**src/rtl/ram_reader.sv**
```systemverilog
// Tagged read front end for a pipelined RAM: tracks reads through the fixed RAM
// latency and buffers returned data in an in-order FIFO with credit-based flow control.
module ram_reader #(
    parameter int ADDR_WIDTH = 4,
    parameter int DATA_WIDTH = 8,
    parameter int TAG_WIDTH  = 4,
    parameter int NUM_PIPES  = 0,
    parameter int FIFO_DEPTH = 4,
    localparam int CW = $clog2(FIFO_DEPTH + 1)
) (
    input  logic                  clk,
    input  logic                  rst_n,
    input  logic                  req_valid,
    output logic                  req_ready,
    input  logic [ADDR_WIDTH-1:0] req_addr,
    input  logic [TAG_WIDTH-1:0]  req_tag,
    output logic [ADDR_WIDTH-1:0] ram_read_addr,
    input  logic [DATA_WIDTH-1:0] ram_read_val,
    output logic                  rsp_valid,
    input  logic                  rsp_ready,
    output logic [DATA_WIDTH-1:0] rsp_data,
    output logic [TAG_WIDTH-1:0]  rsp_tag,
    output logic [CW-1:0]         outstanding
);
    localparam int L  = NUM_PIPES + 1;
    localparam int PW = (FIFO_DEPTH > 1) ? $clog2(FIFO_DEPTH) : 1;

    logic [L-1:0]                vld_pipe_q;
    logic [L-1:0][TAG_WIDTH-1:0] tag_pipe_q;
    logic [DATA_WIDTH-1:0]       data_mem_q [FIFO_DEPTH];
    logic [TAG_WIDTH-1:0]        tag_mem_q  [FIFO_DEPTH];
    logic [PW-1:0]               wr_ptr_q, wr_ptr_d, rd_ptr_q, rd_ptr_d;
    logic [CW-1:0]               cnt_q, cnt_d, outst_q, outst_d;
    logic                        req_hs, push, pop;

    assign ram_read_addr = req_addr;
    // Ready comes only from the credit register, never from rsp_ready.
    assign req_ready     = (outst_q < CW'(FIFO_DEPTH));
    assign req_hs        = req_valid & req_ready;
    assign push          = vld_pipe_q[L-1];
    assign rsp_valid     = (cnt_q != '0);
    assign pop           = rsp_valid & rsp_ready;
    assign rsp_data      = data_mem_q[rd_ptr_q];
    assign rsp_tag       = tag_mem_q[rd_ptr_q];
    assign outstanding   = outst_q;

    always_comb begin
        wr_ptr_d = wr_ptr_q;
        rd_ptr_d = rd_ptr_q;
        cnt_d    = cnt_q;
        outst_d  = outst_q;
        if (push) wr_ptr_d = (wr_ptr_q == PW'(FIFO_DEPTH - 1)) ? '0 : wr_ptr_q + PW'(1);
        if (pop)  rd_ptr_d = (rd_ptr_q == PW'(FIFO_DEPTH - 1)) ? '0 : rd_ptr_q + PW'(1);
        case ({push, pop})
            2'b10:   cnt_d = cnt_q + CW'(1);
            2'b01:   cnt_d = cnt_q - CW'(1);
            default: cnt_d = cnt_q;
        endcase
        case ({req_hs, pop})
            2'b10:   outst_d = outst_q + CW'(1);
            2'b01:   outst_d = outst_q - CW'(1);
            default: outst_d = outst_q;
        endcase
    end

    always_ff @(posedge clk or negedge rst_n) begin
        if (!rst_n) begin
            vld_pipe_q <= '0;
            tag_pipe_q <= '0;
            wr_ptr_q   <= '0;
            rd_ptr_q   <= '0;
            cnt_q      <= '0;
            outst_q    <= '0;
            for (int i = 0; i < FIFO_DEPTH; i++) begin
                data_mem_q[i] <= '0;
                tag_mem_q[i]  <= '0;
            end
        end else begin
            // Stage L-1 lines up with the RAM output for the read it describes.
            vld_pipe_q[0] <= req_hs;
            tag_pipe_q[0] <= req_tag;
            for (int i = 1; i < L; i++) begin
                vld_pipe_q[i] <= vld_pipe_q[i-1];
                tag_pipe_q[i] <= tag_pipe_q[i-1];
            end
            if (push) begin
                data_mem_q[wr_ptr_q] <= ram_read_val;
                tag_mem_q[wr_ptr_q]  <= tag_pipe_q[L-1];
            end
            wr_ptr_q <= wr_ptr_d;
            rd_ptr_q <= rd_ptr_d;
            cnt_q    <= cnt_d;
            outst_q  <= outst_d;
        end
    end
endmodule

```
**config.mk**
```make
export PLATFORM = sky130hd
export DESIGN_NAME = ram_reader
export DESIGN_NICKNAME = d
export VERILOG_FILES = /design/src/rtl/ram_reader.sv
export SDC_FILE = /design/constraint.sdc
export NUM_CORES = 1
export LEC_CHECK = 0
export CAP_MARGIN = 40
export CORE_ASPECT_RATIO = 1.25
export CORE_UTILIZATION = 55
export DETAILED_ROUTE_END_ITERATION = 8
export PLACE_DENSITY = 0.8
export REMOVE_ABC_BUFFERS = 1
export SYNTH_ARGS = -nofsm -noshare
export SYNTH_HDL_FRONTEND = slang
export SYNTH_SLANG_ARGS = --single-unit
```
**constraint.sdc**
```tcl
create_clock -name clk -period 3.5 [get_ports clk]
set_input_delay 0.525 -clock clk [delete_from_list [all_inputs] [get_ports clk]]
set_output_delay 0.525 -clock clk [all_outputs]
set_load 0.02 [all_outputs]
```
==> results.py, run 1 <==
metrics = {
    "clock_tree": {
        "cts_hold_buffers": 0,
        "clock_latency_ns": 0.34,
        "clkTransAtPathRegs_ns": 0.07,
        "cts_tree": "done",
        "cts_resized": 0,
        "cts_sinks": 63,
        "htree_levels": 3,
        "cts-buffers-inserted": 9,
        "root_buffer": "clkbuf_8",
        "cts.path.max_buffers": 2,
        "post_cts_buffers": 0,
    },
    "die": {
        "fp.dieArea_um2": 5406,
        "die_height_um": 81.96,
        "io_pins": 41,
        "rows": 28,
        "die_w_um": 65.96,
        "core_um2": 4835,
        "start_util_pct": 58.18,
    },
    "pwr": {
        "p_per_area_nw_per_um2": 1061,
        "vdd_drop_max_uv": 671.1,
        "p_leak_uw": 0.001461,
    },
    "timing": {
        "hold_viol": 0,
        "period_minus_slack_ns": 2.663,
        "setup_viol": 0,
        "max_slew_margin_pct": 52.48,
        "skew_ns": 0.006912,
        "drv_slew": 0,
        "fmax_mhz": 375.5,
        "hold_ws_ns": 0.2349,
        "grt_setup_unrepaired": "false",
        "tns_ns": 0,
        "finalCritPeriodShare_pct": 76.09,
        "tightest_slew_ns": 0.7129,
    },
    "synthesis": {
        "synth-async-reset-ratio_pct": 100.0,
        "avgSynthCellArea_um2": 15.71,
        "synth_edf_count": 0,
        "synthTopCellsByArea": "dfrtp_1 (56%), mux2_2 (20%), mux4_2 (9.6%)",
        "yosys-top-cells-count": "dfrtp_1 (63), mux2_2 (50), inv_1 (12), mux4_2 (12)",
        "ys_seq_area_share_pct": 56.05,
        "synthCells": 179,
        "synthFlopType": "dfrtp_1",
        "yosysUniqueCellTypes": 17,
        "ys_ff_latch": 63,
        "synth_top_area_share_pct": 56.05,
        "yosysTopAreaCell": "dfrtp_1",
        "yosysMostFrequentCell": "dfrtp_1",
        "synth_area_um2": 2813,
        "yosysWarningCount": 0,
    },
    "routing": {
        "drtAntennaViolNets": 0,
        "dr.pass1.iters": 4,
        "drtIter0Drc": 28,
        "via_count": 1564,
        "route.detailed.drc": 0,
        "drt-total-wl_mm": 5.327,
        "viasPerCell": 5.626,
        "wl_per_cell_um": 19.16,
    },
    "cells_and_area": {
        "final_nets": 242,
        "layout-drive-gt1-share_pct": 37.61,
        "fillers": 317,
        "area_growth_pct": 18.59,
        "antenna_cells": 0,
    },
    "place": {
        "gp_congestion": 0.7480,
        "place_hpwl_mm": 3.652,
        "portBuffers": 32,
    },
    "hold_path": {
        "hp-class": "in2async",
    },
    "global_routing": {
        "antenna_found_initial": 0,
        "grt.overflow.total": 0,
        "grt_pass1_wl_mm": 8.769,
        "grt_pass1_vias": 1785,
        "grtUsageTotal_pct": 23.28,
        "grt_max_degree": 34,
    },
    "setup_path": {
        "start_kind": "flop",
        "r2r_setup_slack_ns": 1.54,
        "arrival_ns": 2.14,
        "required_ns": 2.97,
        "endpoint_kind": "output port",
        "cp_max_fo": 14,
        "crit_type": "reg2out",
    },
    "run_status": {
        "outcome": "finished clean",
    },
    "run": {
        "cap_violations": 0,
    },
}
-- through the flow --
stage,total power (uW),cells,instance area (um2),setup WS (ns),util (%)
detailed placement,2916,262,3127,1.168,64.67
CTS,3563,278,3336,0.8212,69.00
global route,3744,278,3336,0.7964,69.00
floorplan,2289,168,2721,1.568,-
finish,3541,278,3336,0.8370,69.00
global placement,2769,262,3127,1.208,64.67
-- power breakdown --
part           switching, uW  internal, uW  leakage [uW]
clock                    267           385      0.000109
combinational            679           899      0.000608
sequential               228          1080      0.000744
total                   1170          2370       0.00146
-- final timing paths --
| check | cells after the start | to | start |
|---|---|---|---|
| setup reg to reg | 9 | cnt_q[2] | cnt_q[2] |
| hold / removal | 1 | data_mem_q[25] | rst_n |
| max in group asynchronous | 2 | data_mem_q[14] | rst_n |
| hold reg to reg | 1 | cnt_q[2] | cnt_q[2] |
| setup / recovery | 2 | rsp_tag[2] | rd_ptr_q[1] |
| min in group clk | 1 | cnt_q[2] | cnt_q[2] |
-- layout by cell type, fill, tap and decap left out --
master / n
or3_4: 1
dfrtp_1: 63
nand2_1: 7
mux2i_1: 2
bufinv_16: 1
clkbuf_1: 1
inv_1: 12
o21ai_0: 2
ha_1: 7
clkbuf_8: 12
fa_1: 2
clkinv_2: 2
nor2_1: 3
mux2_2: 50
or3_2: 1
buf_4: 2
mux4_2: 12
xor2_1: 3
buf_2: 1
xnor2_1: 3
clkdlybuf4s50_1: 31
-- cells by family after synthesis --
| group | Yosys count | share of synthesized area (%) |
|---|---|---|
| XOR/XNOR | 6 | 1.869 |
| buffers and inverters | 23 | 4.848 |
| AND/OR/NAND/NOR | 12 | 2.002 |
| flip-flops | 63 | 56.05 |
| multiplexers | 64 | 30.34 |
| AO/OA/AOI/OAI | 2 | 0.3559 |
| adder cells (fa/ha/maj) | 9 | 4.537 |
-- routing by layer --
layer  wire length (um)  global-route usage (%)  vias to the layer above
met3                202                   5.694                       13
met5                  0                       0                        -
met2               2839                   39.08                       42
li1                   -                       -                      694
met4                156                   14.47                        0
met1               2129                   26.66                      815
-- critical path: stages, from the launching register on --
cell and delay (ns):
dfrtp_1 0.80, mux4_2 0.44, clkdlybuf4s50_1 0.56
-- final cells by class --
cell class | instances | area, um2 | area share [%]
Sequential cell | 63 | 1577 | 47.26
Multi-Input combinational cell | 93 | 1100 | 32.97
Timing Repair Buffer | 34 | 330.3 | 9.902
Clock buffer | 13 | 168.9 | 5.064
Tap cell | 60 | 75.07 | 2.251
Inverter | 12 | 45.04 | 1.350
Clock inverter | 3 | 40.04 | 1.200
-- state kept, by name, indices dropped and copies added (netlist names) --
signal and cells:
data_mem_q 32, tag_mem_q 16, tag_pipe_q 4, cnt_q 3, outstanding 3, rd_ptr_q 2, wr_ptr_q 2, push 1
No activity file was read; power rests on OpenSTA's default activity.
==> run 2: changes to the inputs <==
- CORE_UTILIZATION: 55 -> 54
- PLACE_DENSITY: 0.8 -> 0.78
- clock period: 3.5 -> 2.6 ns (I/O delays scaled with it)
==> results.py, run 2 (same netlist as run 1, synthesis figures left out) <==
metrics = {
    "cells_and_area": {
        "fillers": 350,
        "layout-drive-gt1-share_pct": 36.70,
        "largest_reg_flops": 32,
        "fin_area_um2": 3393,
        "seq_area_um2": 1577,
        "post-route-util_pct": 67.28,
        "largest-register": "data_mem_q",
        "top_regs": "data_mem_q x32, tag_mem_q x16, tag_pipe_q x4",
        "antenna_cells": 0,
        "final_nets": 242,
        "area_growth_pct": 20.64,
        "final_common_cell": "dfrtp_1",
        "multi_input_area_um2": 1100,
        "final_cell_mix": "dfrtp_1 (63), mux2_2 (50), clkdlybuf4s50_1 (31), inv_1 (12), mux4_2 (12)",
    },
    "clock_tree": {
        "cts.path.max_buffers": 2,
        "htree_levels": 3,
        "cts_resized": 0,
        "post_cts_buffers": 0,
        "cts-buffers-inserted": 9,
        "clock_latency_ns": 0.34,
        "cts_tree": "done",
        "cts_sinks": 63,
        "cts_hold_buffers": 0,
        "clkTransAtPathRegs_ns": 0.06,
        "root_buffer": "clkbuf_8",
    },
    "routing": {
        "dr.pass1.iters": 4,
        "drtAntennaViolNets": 0,
        "drtIter0Drc": 76,
        "via_count": 1547,
        "route.detailed.drc": 0,
        "viasPerCell": 5.525,
        "wl_per_cell_um": 18.12,
        "drt-total-wl_mm": 5.074,
    },
    "global_routing": {
        "grtUsageMet2_pct": 38.08,
        "grt_max_degree": 34,
        "grt_use_met1_pct": 23.13,
        "grt.overflow.total": 0,
        "grtUsageMet3_pct": 5.220,
        "grt_pass1_vias": 1684,
        "grtUsageTotal_pct": 21.66,
        "antenna_found_initial": 0,
        "top_usage_layer": "met2",
        "grt_pass1_wl_mm": 8.169,
    },
    "pwr": {
        "p_leak_uw": 0.001479,
        "p_per_area_nw_per_um2": 1440,
        "vdd_drop_max_uv": 921.1,
    },
    "timing": {
        "setup_viol": 0,
        "grt_setup_unrepaired": "false",
        "tns_ns": 0,
        "max_slew_margin_pct": 50.39,
        "drv_slew": 0,
        "fmax_mhz": 407.9,
        "hold_ws_ns": 0.1204,
        "period_minus_slack_ns": 2.452,
        "skew_ns": 0.008670,
        "finalCritPeriodShare_pct": 94.29,
        "hold_viol": 0,
        "tightest_slew_ns": 0.7442,
    },
    "die": {
        "start_util_pct": 55.77,
        "die_height_um": 82.69,
        "core_um2": 5044,
        "fp.dieArea_um2": 5503,
        "die_w_um": 66.55,
        "rows": 29,
        "io_pins": 41,
    },
    "hold_path": {
        "hp-class": "in2async",
    },
    "setup_path": {
        "r2r_setup_slack_ns": 0.63,
        "endpoint_kind": "output port",
        "r2r_cells": 9,
        "arrival_ns": 2.06,
        "cp_max_fo": 14,
        "crit_type": "reg2out",
        "required_ns": 2.21,
        "r2r-end": "cnt_q[2]",
        "r2r-start": "cnt_q[2]",
        "start_kind": "flop",
    },
    "place": {
        "place_hpwl_mm": 3.554,
        "gp_congestion": 0.6653,
        "portBuffers": 32,
        "dpl_cell_area_um2": 3154,
    },
    "run_status": {
        "outcome": "finished clean",
    },
    "run": {
        "cap_violations": 0,
    },
}
==> run 2: cell types whose count changed in the layout (fill, tap and decap cells not counted), sizes merged <==
cell,previous run,this run
clkinv,2,0
bufinv,1,3
==> run 2: worst max-delay path, stage by stage (launching register included) <==
cell,delay [ns]
dfrtp_1,0.75
mux4_2,0.42
clkdlybuf4s50_1,0.55
==> run 2: metrics by stage <==
| step | power [uW] | instances | setup slack, ns |
|---|---|---|---|
| finish | 4887 | 280 | 0.1485 |
| global route | 5186 | 280 | 0.08173 |
| CTS | 4950 | 280 | 0.1295 |
| detailed placement | 3917 | 264 | 0.4076 |
| global placement | 3755 | 264 | 0.4589 |
| floorplan | 3082 | 168 | 0.7544 |
==> run 2: how the worst max path moves through the flow <==
stage,cells past startpoint,slack (ns),start,to
detailed placement,9,0.41,rsp_ready,cnt_q[2]
floorplan,9,0.75,cnt_q[2],cnt_q[2]
global route,3,0.08,rd_ptr_q[0],rsp_data[2]
CTS,3,0.13,rd_ptr_q[0],rsp_data[2]
finish,2,0.15,rd_ptr_q[1],rsp_data[2]
global placement,9,0.46,rsp_ready,cnt_q[2]
==> run 2: area by class of cell <==
type	instances	area share, %
multi-input combinational	93	32.41
sequential	63	46.46
clock buffer	13	4.388
tap	62	2.286
inverter	12	1.327
timing repair buffer	34	10.47
clock inverter	3	2.655
==> run 2: report_power, final <==
part           leakage, uW  switching [uW]  internal, uW
Sequential        0.000744             313          1460
Clock             0.000118             351           665
Combinational     0.000617             872          1230
==> run 2: layer usage <==
layer	vias up	wire length (um)
met5	-	0
met3	12	164
met1	814	1932
met4	0	119
li1	686	-
met2	35	2858
==> run 3: changes to the inputs <==
- CORE_UTILIZATION: 54 -> 55
- PLACE_DENSITY: 0.78 -> 0.8
- clock period: 2.6 -> 3 ns (I/O delays scaled with it)
==> results.py, run 3 (same netlist as run 1, synthesis figures left out) <==
metrics = {
    "timing": {
        "period_minus_slack_ns": 2.600,
        "tightest_slew_ns": 0.6417,
        "max_slew_margin_pct": 57.12,
        "hold_viol": 0,
        "hold_ws_ns": 0.03844,
        "drv_slew": 0,
        "tns_ns": 0,
        "setup_slack_ns": 0.4005,
        "fmax_mhz": 384.7,
        "grt_setup_unrepaired": "false",
        "skew_ns": 0.005812,
        "setup_viol": 0,
        "finalCritPeriodShare_pct": 86.65,
    },
    "run": {
        "cap_violations": 0,
    },
    "routing": {
        "drtAntennaViolNets": 0,
        "drtIter0Drc": 67,
        "drt-total-wl_mm": 4.964,
        "viasPerCell": 5.475,
        "wl_per_cell_um": 17.86,
        "dr.pass1.iters": 4,
        "via_count": 1522,
        "route.detailed.drc": 0,
    },
    "setup_path": {
        "start_kind": "flop",
        "crit_type": "reg2out",
        "arrival_ns": 2.15,
        "cp_max_fo": 9,
        "required_ns": 2.55,
        "r2r_setup_slack_ns": 0.97,
        "endpoint_kind": "output port",
    },
    "place": {
        "place_hpwl_mm": 3.315,
        "pre_cts_slack_ns": 0.6979,
        "gp_congestion": 0.7301,
        "portBuffers": 32,
    },
    "clock_tree": {
        "cts.path.max_buffers": 2,
        "cts_hold_buffers": 0,
        "post_cts_buffers": 0,
        "root_buffer": "clkbuf_8",
        "htree_levels": 3,
        "clkTransAtPathRegs_ns": 0.07,
        "clock_latency_ns": 0.33,
        "cts-buffers-inserted": 9,
        "cts_tree": "done",
        "cts_resized": 0,
        "cts_sinks": 63,
    },
    "cells_and_area": {
        "antenna_cells": 0,
        "top_regs": "data_mem_q x32, tag_mem_q x16, tag_pipe_q x4",
        "final_nets": 242,
        "layout-drive-gt1-share_pct": 37.61,
        "final_cell_mix": "dfrtp_1 (63), mux2_2 (50), clkdlybuf4s50_1 (31), clkbuf_8 (13)",
        "largest-register": "data_mem_q",
        "largest_reg_flops": 32,
        "final_common_cell": "dfrtp_1",
        "area_growth_pct": 20.24,
    },
    "die": {
        "die_w_um": 65.96,
        "fp.dieArea_um2": 5406,
        "rows": 28,
        "die_height_um": 81.96,
        "core_um2": 4835,
        "io_pins": 41,
        "start_util_pct": 58.18,
    },
    "global_routing": {
        "antenna_found_initial": 0,
        "grt_pass1_vias": 1717,
        "grtUsageTotal_pct": 21.69,
        "grt_pass1_wl_mm": 8.335,
        "grt_max_degree": 46,
        "grt.overflow.total": 0,
    },
    "hold_path": {
        "hp-class": "in2async",
    },
    "pwr": {
        "p_leak_uw": 0.001479,
        "p_per_area_nw_per_um2": 1246,
        "vdd_drop_max_uv": 741.1,
    },
    "run_status": {
        "outcome": "finished clean",
    },
}
-- run 3: cell types whose count changed in the layout (fill, tap and decap cells not counted) --
cell / previous run / this run
bufinv_16: 3 / 2
buf_12: 2 / 1
buf_4: 0 / 1
clkbuf_8: 10 / 13
clkbuf_1: 3 / 1
-- run 3: final timing paths --
path,startpoint,endpoint,cells past startpoint
setup / recovery,rd_ptr_q[0],rsp_tag[2],3
hold / removal,rst_n,data_mem_q[25],1
setup reg to reg,cnt_q[2],cnt_q[2],9
hold reg to reg,cnt_q[2],cnt_q[2],1
max in group asynchronous,rst_n,rd_ptr_q[0],2
min in group clk,cnt_q[2],cnt_q[2],1
-- run 3: metal layers --
| metal | share of wire [%] | vias to the layer above | global-route usage, % |
|---|---|---|---|
| met5 | 0 | - | 0 |
| li1 | - | 688 | - |
| met3 | 3.4 | 5 | 6.944 |
| met2 | 52 | 38 | 35.71 |
| met1 | 43 | 791 | 26.66 |
| met4 | 1.6 | 0 | 8.298 |
-- run 3: layout make-up --
| class | instances | area [um2] |
|---|---|---|
| well taps | 60 | 75.07 |
| repair buffers | 34 | 342.8 |
| clock inverters | 2 | 60.06 |
| clock buffers | 14 | 182.7 |
| fillers | 314 | 1453 |
| flip-flops and latches | 63 | 1577 |
| multi-input cells | 93 | 1100 |
| inverters | 12 | 45.04 |
-- run 3: per-stage QoR --
| stage | power, uW | utilization (%) | area (um2) | std cells |
|---|---|---|---|---|
| after floorplan | 2671 | - | 2721 | 168 |
| after global placement | 3248 | 64.93 | 3139 | 262 |
| after detailed placement | 3375 | 64.93 | 3139 | 262 |
| after CTS | 4264 | 69.95 | 3382 | 278 |
| final | 4215 | 69.95 | 3382 | 278 |
| after global routing | 4454 | 69.95 | 3382 | 278 |
-- run 3: critical path, cell delays in order (launching register included) --
cell and delay [ns]:
dfrtp_1 0.56, buf_12 0.20, mux4_2 0.51, clkdlybuf4s50_1 0.55
-- run 3: report_power, final --
part | switching, uW | total (uW) | internal (uW)
sequential | 282 | 1540 | 1260
combinational | 744 | 1810 | 1060
clock | 304 | 864 | 559
total | 1330 | 4220 | 2880
